$ cat config.mk
export PLATFORM = sky130hd
export DESIGN_NAME = reg_share_arbiter
export DESIGN_NICKNAME = d
export VERILOG_FILES = /design/src/rtl/reg_share_arbiter.sv
export SDC_FILE = /design/constraint.sdc
export NUM_CORES = 1
export LEC_CHECK = 0
export ABC_AREA = 1
export CAP_MARGIN = 30
export CORE_UTILIZATION = 40
export DETAILED_ROUTE_END_ITERATION = 10
export PLACE_DENSITY = 0.74
export SLEW_MARGIN = 25
export SYNTH_ARGS = -nofsm -noshare
export SYNTH_HDL_FRONTEND = slang
export SYNTH_SLANG_ARGS = --single-unit
$ cat constraint.sdc
create_clock -name C -period 1.8 [get_ports C]
set_input_delay 0.36 -clock C [delete_from_list [all_inputs] [get_ports C]]
set_output_delay 0.36 -clock C [all_outputs]
set_load 0.02 [all_outputs]
$ cat src/rtl/reg_share_arbiter.sv
// Two-port round-robin write sequencer for one shared register.
// States are one-hot so every output is a direct flop bit, with no decode glitches.
//
//  state | meaning
//  ------+---------------------------------------------------------
//  IDLE  | no owner; arbitrate REQ0/REQ1 using the last-served pointer
//  G0    | requester 0 granted; load D0 at the edge if REQ0 still high
//  G1    | requester 1 granted; load D1 at the edge if REQ1 still high
//  A0    | D0 written; one-cycle ACK0
//  A1    | D1 written; one-cycle ACK1
module reg_share_arbiter #(
    parameter int WIDTH = 4
) (
    input  logic             C,
    input  logic             RE,
    input  logic             REQ0,
    input  logic             REQ1,
    input  logic [WIDTH-1:0] D0,
    input  logic [WIDTH-1:0] D1,
    output logic             GNT0,
    output logic             GNT1,
    output logic             ACK0,
    output logic             ACK1,
    output logic [WIDTH-1:0] Q,
    output logic             BUSY
);

    localparam logic [4:0] S_IDLE = 5'b00001;
    localparam logic [4:0] S_G0   = 5'b00010;
    localparam logic [4:0] S_G1   = 5'b00100;
    localparam logic [4:0] S_A0   = 5'b01000;
    localparam logic [4:0] S_A1   = 5'b10000;

    logic [4:0]       state_q, state_d;
    logic [WIDTH-1:0] q_q, q_d;
    logic             last_q, last_d;
    logic             load_en;
    logic             load_sel;

    always_comb begin
        state_d = state_q;
        case (state_q)
            S_IDLE: begin
                // last_q==1 means port 1 was served last, so port 0 wins a tie
                if (REQ0 && REQ1) state_d = last_q ? S_G0 : S_G1;
                else if (REQ0)    state_d = S_G0;
                else if (REQ1)    state_d = S_G1;
                else              state_d = S_IDLE;
            end
            S_G0:    state_d = REQ0 ? S_A0 : S_IDLE;
            S_G1:    state_d = REQ1 ? S_A1 : S_IDLE;
            S_A0:    state_d = S_IDLE;
            S_A1:    state_d = S_IDLE;
            default: state_d = S_IDLE;
        endcase
    end

    // A dropped request during the grant cycle is an abort: nothing is loaded.
    always_comb begin
        load_en  = ((state_q == S_G0) && REQ0) || ((state_q == S_G1) && REQ1);
        load_sel = (state_q == S_G1);
        q_d      = q_q;
        last_d   = last_q;
        if (load_en) begin
            q_d    = load_sel ? D1 : D0;
            last_d = load_sel;
        end
    end

    always_ff @(posedge C) begin
        if (RE) begin
            state_q <= S_IDLE;
            q_q     <= '0;
            last_q  <= 1'b1;
        end else begin
            state_q <= state_d;
            q_q     <= q_d;
            last_q  <= last_d;
        end
    end

    assign GNT0 = state_q[1];
    assign GNT1 = state_q[2];
    assign ACK0 = state_q[3];
    assign ACK1 = state_q[4];
    assign BUSY = ~state_q[0];
    assign Q    = q_q;

endmodule

==> results.py <==
metrics = {
    "floorplan": {
        "core_um2": 1171,
        "rows": 12,
        "start_util_pct": 45.94,
        "num_io_pins": 21,
        "fp.dieArea_um2": 1496,
        "dieHeight_um": 38.68,
        "die_w_um": 38.68,
    },
    "grt": {
        "grt_pass1_wl_um": 2028,
        "grt_use_total_pct": 19.83,
        "grt_start_max_net_pins": 9,
        "grt_pass1_vias": 471,
        "gr-total-overflow": 0,
        "antenna_found_initial": 0,
    },
    "pwr": {
        "leakage_nw": 0.3405,
        "power.density_nw_per_um2": 730.5,
        "total_power_uw": 578.6,
        "worst_ir_drop_vdd_mv": 0.3826,
    },
    "critical_path": {
        "worstSetupStartpointType": "register",
        "setup.worst_path.end_class": "output pin",
        "r2r_start": "state_q[2]",
        "crit_type": "register to output pin",
        "cp.arrival_ns": 1.31,
        "required_ns": 1.44,
        "path_cells": "clkdlybuf4s50_1",
        "ff2ff_setup_slack_ns": 0.60,
        "crit_slowest_cell": "clkdlybuf4s50_1",
        "critPathBufInv": 1,
        "cp_max_fo": 3,
        "startpoint": "state_q[3]",
        "cpPeakStageDelay_ns": 0.63,
        "cp_top_family": "buffers and inverters",
    },
    "clock_network": {
        "cts_setup_buffers": 0,
        "cts.clk_slew.worst_paths_ns": 0.07,
        "cts_tree": "built",
        "cts_buffers": 3,
        "cts.sinks": 10,
        "clkLatencyLatePin_ns": 0.27,
        "cts.repair.resized": 0,
        "htree_num_levels": 1,
        "clockBufferDepth": 2,
        "clockRootBuffer": "clkbuf_4",
        "ctsHoldBuffers": 0,
    },
    "logic_synthesis": {
        "synthCells": 71,
        "ys.flop_type": "dfxtp_1",
        "synth_common_cells": "nand2_1, nor2_1, dfxtp_1",
        "synth_top_area_share_pct": 37.21,
        "yosysUniqueCellTypes": 16,
        "synth_area_leader_cell": "dfxtp_1",
        "yosysWarnings": 0,
        "synth_edf_count": 0,
        "synthesis.nets": 83,
        "synth_area_per_cell_um2": 7.578,
        "synth.area.top_cells": "dfxtp_1, nand4_4, nand2_1, nor2_1, nand3_1",
        "yosysSeqAreaShare_pct": 37.21,
        "syn_area_um2": 538.0,
        "synth.ff_latch_count": 10,
        "synthArstFlopShare_pct": 0,
    },
    "sta": {
        "min_period_ns": 1.669,
        "worstMarginPinSlew_ns": 0.2358,
        "period_share_pct": 92.75,
        "fmax_mhz": 599.0,
        "fin_setup_tns_ns": 0,
        "hold_viol": 0,
        "skew_ns": 0.004489,
        "final-setup-viol-count": 0,
        "rsz0062_at_grt": "no",
        "slew_headroom_pct": 84.24,
        "slew_viol_final": 0,
    },
    "finish": {
        "syn2layout_area_growth_pct": 47.21,
        "drive_gt1_share_pct": 20.00,
        "layout.nets": 108,
        "insertedDiodeCount": 0,
    },
    "detailed_routing": {
        "wirelength_um": 1182,
        "remaining_drc_errors": 0,
        "via_per_inst": 5.028,
        "drt-pass1-iter-count": 4,
        "initialDrtViolationCount": 17,
        "vias": 548,
        "wl_per_cell_um": 10.84,
        "drtAntennaViolNets": 0,
    },
    "place": {
        "gp_congestion": 0.8289,
        "portBuffers": 20,
        "dpl.hpwl_um": 859.3,
    },
    "run_status": {
        "status": "completed",
    },
    "worst_hold_path": {
        "worstHoldStart": "last_q",
        "min_path_type": "register to register",
    },
    "job": {
        "cap_violations": 0,
    },
}
==> tightest hold or removal path: cells and delay by family, from the launching register on <==
| family | cells | cell delay [ns] |
|---|---|---|
| flops | 1 | 0.33 |
| simple gates | 2 | 0.12 |
==> placed cells by master (no fill, tap or decap), types with 2 or more instances in the layout <==
| master | Yosys | final |
|---|---|---|
| nand4_1 | 5 | 5 |
| inv_1 | 8 | 8 |
| nor2_2 | 2 | 2 |
| nand2_2 | 5 | 5 |
| clkbuf_4 | 0 | 3 |
| nand3_1 | 7 | 7 |
| dfxtp_1 | 10 | 10 |
| clkdlybuf4s50_1 | 0 | 20 |
| nand4_4 | 2 | 2 |
| nand2_1 | 11 | 11 |
| nor2_1 | 11 | 11 |
| inv_2 | 3 | 3 |
| nor2_4 | 2 | 2 |
==> report_power, final <==
| part | total (mW) | leakage (nW) | internal [mW] | switching (mW) |
|---|---|---|---|---|
| clock | 0.208 | 0.0210 | 0.123 | 0.0852 |
| sequential | 0.244 | 0.0814 | 0.233 | 0.0116 |
| combinational | 0.126 | 0.238 | 0.0593 | 0.0668 |
| total | 0.579 | 0.341 | 0.415 | 0.164 |
==> routing by layer <==
layer | routed length [µm] | up-vias | part of all wire [%] | GRT usage, %
met2 | 510 | 22 | 43 | 29.58
met3 | 75 | 5 | 6.3 | 3.468
met4 | 27 | 0 | 2.3 | 10.34
met1 | 568 | 239 | 48 | 26.86
met5 | 0 | - | 0 | 0
li1 | - | 282 | - | -
==> worst paths after layout <==
kind            end  depth (start not counted)
max            ACK0                          1
min          last_q                          2
max reg2reg    Q[2]                          7
min reg2reg  last_q                          2
==> state kept, by name, summed over array words and instances, names as in the netlist <==
signal   cells
Q            4
last_q       1
state_q      5
==> final cells by class <==
class                      count  area (µm²)
inverter                      12       45.04
clock buffer                   4       36.28
multi-input combinational     49       292.8
fill                         109       379.1
tap                           14       17.52
timing repair buffer          20       200.2
sequential                    10       200.2
==> metrics by stage <==
| step | setup WS, ns | instances | util (%) | area, µm² | hold WS (ns) |
|---|---|---|---|---|---|
| 6_report | 0.1305 | 109 | 67.63 | 792.0 | 0.4994 |
| 5_1_grt | 0.07597 | 109 | 67.63 | 792.0 | 0.5338 |
| 4_1_cts | 0.1300 | 109 | 67.63 | 792.0 | 0.4933 |
| 3_5_place_dp | 0.3055 | 105 | 64.53 | 755.7 | 0.4656 |
| 3_3_place_gp | 0.3308 | 105 | 64.53 | 755.7 | 0.4804 |
| 2_1_floorplan | 0.6127 | 71 | - | 538.0 | 0.4306 |
==> kinds of logic (layout without fill, tap and decap cells) <==
family / after synthesis / count (layout) / share of synthesized area (%)
buf+inv: 12 / 36 / 8.371
simple gates: 47 / 47 / 52.09
flops: 10 / 10 / 37.21
compound gates: 2 / 2 / 2.325
No activity file was read; power rests on OpenSTA's default activity.
